[src/rtl/texto_escritor.sv]
// Character writer for a text-mode display: turns a byte stream into text RAM writes
// and a moving cursor. Handles CR, LF, BS and FF (clear-screen sweep).
module texto_escritor #(
  parameter int unsigned COLS  = 64,
  parameter int unsigned ROWS  = 32,
  parameter logic [6:0]  BLANK = 7'h20
) (
  input  logic        NCLK,
  input  logic        RST,
  input  logic [6:0]  Char,
  input  logic        Valid,
  output logic        Ready,
  output logic [10:0] WrAddr,
  output logic [6:0]  WrData,
  output logic        WrEn,
  output logic [5:0]  CurCol,
  output logic [4:0]  CurRow,
  output logic        Busy
);

  localparam logic [5:0] ColMax = 6'(COLS - 1);
  localparam logic [4:0] RowMax = 5'(ROWS - 1);

  typedef enum logic [1:0] {StIdle, StWrite, StClear} state_e;

  state_e      state_q, state_d;
  logic [5:0]  col_q, col_d;
  logic [4:0]  row_q, row_d;
  logic [6:0]  char_q, char_d;
  logic        adv_q, adv_d;
  logic [10:0] clr_q, clr_d;
  logic [4:0]  row_inc;
  logic        accept;

  assign Ready   = (state_q == StIdle) && !RST;
  assign accept  = Valid && Ready;
  assign row_inc = (row_q == RowMax) ? 5'd0 : row_q + 5'd1;
  assign CurCol  = col_q;
  assign CurRow  = row_q;

  always_comb begin
    state_d = state_q;
    col_d   = col_q;
    row_d   = row_q;
    char_d  = char_q;
    adv_d   = adv_q;
    clr_d   = clr_q;
    WrEn    = 1'b0;
    Busy    = 1'b0;
    WrAddr  = {row_q, col_q};
    WrData  = char_q;

    unique case (state_q)
      StIdle: begin
        if (accept) begin
          if (Char >= 7'h20 && Char <= 7'h7E) begin
            char_d  = Char;
            adv_d   = 1'b1;
            state_d = StWrite;
          end else begin
            case (Char)
              7'h0D: col_d = 6'd0;
              7'h0A: begin
                col_d = 6'd0;
                row_d = row_inc;
              end
              7'h08: begin
                // Step back first, then blank the cell we landed on; nothing to do at (0,0).
                if (col_q != 6'd0) begin
                  col_d   = col_q - 6'd1;
                  char_d  = BLANK;
                  adv_d   = 1'b0;
                  state_d = StWrite;
                end else if (row_q != 5'd0) begin
                  row_d   = row_q - 5'd1;
                  col_d   = ColMax;
                  char_d  = BLANK;
                  adv_d   = 1'b0;
                  state_d = StWrite;
                end
              end
              7'h0C: begin
                clr_d   = 11'd0;
                state_d = StClear;
              end
              default: ;
            endcase
          end
        end
      end
      StWrite: begin
        WrEn    = 1'b1;
        state_d = StIdle;
        if (adv_q) begin
          if (col_q == ColMax) begin
            col_d = 6'd0;
            row_d = row_inc;
          end else begin
            col_d = col_q + 6'd1;
          end
        end
      end
      StClear: begin
        // Sweep covers the whole 2K address space regardless of COLS/ROWS.
        Busy   = 1'b1;
        WrEn   = 1'b1;
        WrAddr = clr_q;
        WrData = BLANK;
        clr_d  = clr_q + 11'd1;
        if (clr_q == 11'h7FF) begin
          clr_d   = 11'd0;
          col_d   = 6'd0;
          row_d   = 5'd0;
          state_d = StIdle;
        end
      end
      default: state_d = StIdle;
    endcase
  end

  always_ff @(posedge NCLK) begin
    if (RST) begin
      state_q <= StIdle;
      col_q   <= 6'd0;
      row_q   <= 5'd0;
      char_q  <= BLANK;
      adv_q   <= 1'b0;
      clr_q   <= 11'd0;
    end else begin
      state_q <= state_d;
      col_q   <= col_d;
      row_q   <= row_d;
      char_q  <= char_d;
      adv_q   <= adv_d;
      clr_q   <= clr_d;
    end
  end

endmodule

[config.mk]
export PLATFORM = sky130hd
export DESIGN_NAME = texto_escritor
export DESIGN_NICKNAME = d
export VERILOG_FILES = /design/src/rtl/texto_escritor.sv
export SDC_FILE = /design/constraint.sdc
export NUM_CORES = 1
export LEC_CHECK = 0
export CAP_MARGIN = 30
export CORE_MARGIN = 4
export CORE_UTILIZATION = 53
export DETAILED_ROUTE_END_ITERATION = 12
export GPL_TIMING_DRIVEN = 0
export PLACE_DENSITY = 0.8
export RECOVER_POWER = 25
export SLEW_MARGIN = 5
export SYNTH_ARGS = -nofsm -noshare
export SYNTH_HDL_FRONTEND = slang
export SYNTH_SLANG_ARGS = --single-unit
[constraint.sdc]
create_clock -name NCLK -period 3.3 [get_ports NCLK]
set_clock_uncertainty 0.2 [all_clocks]
set_input_delay 0.66 -clock NCLK [delete_from_list [all_inputs] [get_ports NCLK]]
set_output_delay 0.66 -clock NCLK [all_outputs]
set_load 0.01 [all_outputs]
==> out/metrics.yaml <==
vdd_drop_max_v: 0.000183
p_leak_uw: 0.00105
synthAdderAreaFrac_pct: 5.81
area_delta_synth_final_pct: 24.6
overflow: 0
synth_area_um2: 2370
drcViolationCount: 0
multi_input_area_um2: 1600
grt_pass1_wl_um: 11200
arrival_ns: 2.31
path_clk_slew_ns: 0.07
cts_sinks: 32
cp-end-kind: "output pin"
syn-instance-count: 317
combPwrFrac_pct: 22.0
core_area_um2: 4350
first_iter_violations: 224
status: "completed"
place_ws_ns: 0.00535
synth_top_area_share_pct: 27.0
dr_total_vias: 2622
dieArea_um2: 5600
fin_setup_tns_ns: 0
synth_compound_area_share_pct: 29.0
io_pins: 42
finalMaxSlewViolations: 0
critPathLaunchType: "register"
setup_viol: 0
finalHoldViolations: 0
cp_max_fo: 10
ys_seq_elements: 32
crit_type: "reg -> out"
synth_top_area_cell: "dfxtp_1"
firstDrtPassIters: 5
antenna_found_initial: 0
synth-simple-area-share_pct: 28.1
ys_async_sr_fraction_pct: 0
fin_crit_sh_pct: 96.0
max_stage_delay_ns: 0.48
clk_root_buffer_cell: "clkbuf_8"
wl_um: 6790
critical_path_buf_inv_count: 4
routabilityCongestion: 0.980
max_freq_mhz: 316
crit_chain: "inv_1 -> ha_2 -> clkbuf_4 -> buf_2 -> mux2_2 -> clkdlybuf4s50_1"
htree_levels: 2
ant_nets: 0
slowest_stage: "clkdlybuf4s50_1"
ys_types: 58
die_w_um: 74.9
ff2ff_setup_slack_ns: 0.44
start_util_pct: 54.4
internal_power_uw: 713
clk_latency_ns: 0.29
synthTopCellsByCount: "a21oi_1 (34), dfxtp_1 (32), o21ai_0 (29)"
yosysMostFrequentCell: "a21oi_1"
die_y_um: 74.9
power.share.sequential_pct: 41.0
switching_power_uw: 287
synth_seq_area_share_pct: 27.0
n_antenna_cell: 0
grt_max_degree: 11
worst_slew_pin_slew_ns: 0.776
synthMuxAreaShare_pct: 3.75
hpwl_um: 4930
cts_setup_buffers: 0
setup_slack_ns: 0.132
tritoncts: "built"
p_per_area_nw_per_um2: 339
cts_buffers: 5
grt_setup_unrepaired: "no"
drt-wirelength-per-cell_um: 16.3
grt_pass1_vias: 2461
numPortBuffers: 40
fill_cells: 375
cp.required_ns: 2.44
synth_edf_count: 0
synth_top_family_by_area: "compound AO/OA/AOI/OAI gates"
syn_avg_cell_area_um2: 7.47
postCtsHoldBufs: 0
yosys_warnings: 0
rows: 24
synth_ff_type: "dfxtp_1"
seqCellArea_um2: 641
synth_area_leaders: "dfxtp_1 (27%), a21oi_1 (7.2%), o21ai_0 (6.1%)"
layout-drive-gt1-share_pct: 8.22
sw_frac_of_total_pct: 28.7
path_delay_family: "buffers and inverters"
routed_via_density: 6.29
relSlewSlack_pct: 47.6
synth_nets: 338
period_needed_ns: 3.17
nNetsFinal: 385
grt_util_all_layers_pct: 25.6
synthXorXnorAreaFrac_pct: 0.740
clockPowerShare_pct: 37.0
cts_buffer_depth: 2
hold_slack_ns: 0.275
cap_violations: 0
hold_path_class: "reg -> reg"
==> what timing repair did <==
action                     4_1_cts  5_1_grt
pin swaps                        0        0
setup endpoints to repair       15        8
gates resized for setup          2        4
==> area by class of cell <==
cell class                      count  share of cell area, %
Buffer                             19                   2.76
Clock buffer                        6                   2.46
Clock inverter                      2                   1.19
Inverter                           15                   1.91
Multi-Input combinational cell    251                   54.2
Sequential cell                    32                   21.7
Tap cell                           52                   2.21
Timing Repair Buffer               40                   13.6
==> worst paths after layout <==
path	endpoint	from	cells past startpoint
worst max-delay path	WrAddr[5]	state_q[0]	6
worst min-delay path	char_q[6]	char_q[6]	2
worst max register to register	CurCol[4]	clr_q[0]	6
worst min register to register	char_q[6]	char_q[6]	2
==> placed cells by master, fill, tap and decap left out, types with 8 or more instances in the layout <==
master           count
a21oi_1             34
dfxtp_1             32
o21ai_0             29
clkdlybuf4s50_1     28
nand2_1             27
nor2_1              16
inv_1               15
nand3_1             13
clkbuf_1            12
dlygate4sd3_1       12
nor2b_1             11
nor3_1              11
ha_1                10
nand2b_1             8
==> kinds of logic after synthesis <==
| logic type | count (synthesis) |
|---|---|
| buffers and inverters | 34 |
| AOI/OAI and AO/OA | 109 |
| xor gates and xnor gates | 2 |
| muxes | 8 |
| and+or+nand+nor | 121 |
| adders and majority gates | 11 |
| DFF | 32 |
==> worst reg2reg max path: stages (launching register included) <==
cell and delay [ns]:
dfxtp_1 0.40, ha_1 0.21, nand3_1 0.18, o41ai_1 0.75, nand2_1 0.38, o311a_1 0.42, a31o_2 0.21
==> state kept, by name, summed over array words and instances (netlist names) <==
signal / flops
char_q: 7
state_q: 2
CurCol: 6
CurRow: 5
adv_q: 1
clr_q: 11
==> metrics by stage <==
| stage | instances | util, % | area [um^2] | total power [uW] |
|---|---|---|---|---|
| 3_5_place_dp | 409 | 65.1 | 2830 | 634 |
| 4_1_cts | 417 | 67.6 | 2940 | 1000 |
| 2_1_floorplan | 317 | - | 2370 | 548 |
| 6_report | 417 | 67.8 | 2950 | 1000 |
| 5_1_grt | 417 | 67.8 | 2950 | 1050 |
| 3_3_place_gp | 409 | 65.1 | 2830 | 632 |
==> metal layers <==
metal	vias up	GRT usage, %	wire length [um]
met2	138	39.9	3060
met5	-	0	0
met1	1205	33.8	2930
li1	1260	-	-
met3	19	5.47	604
met4	0	11.5	188
==> power groups by stage <==
| stage | combinational, uW | sequential [uW] | clock, uW |
|---|---|---|---|
| floorplan | 130 | 418 | 0 |
| global placement | 214 | 418 | 0 |
| detailed placement | 216 | 418 | 0 |
| CTS | 218 | 410 | 376 |
| global route | 242 | 411 | 394 |
| finish | 220 | 410 | 370 |
(Power assumes the default switching activity.)
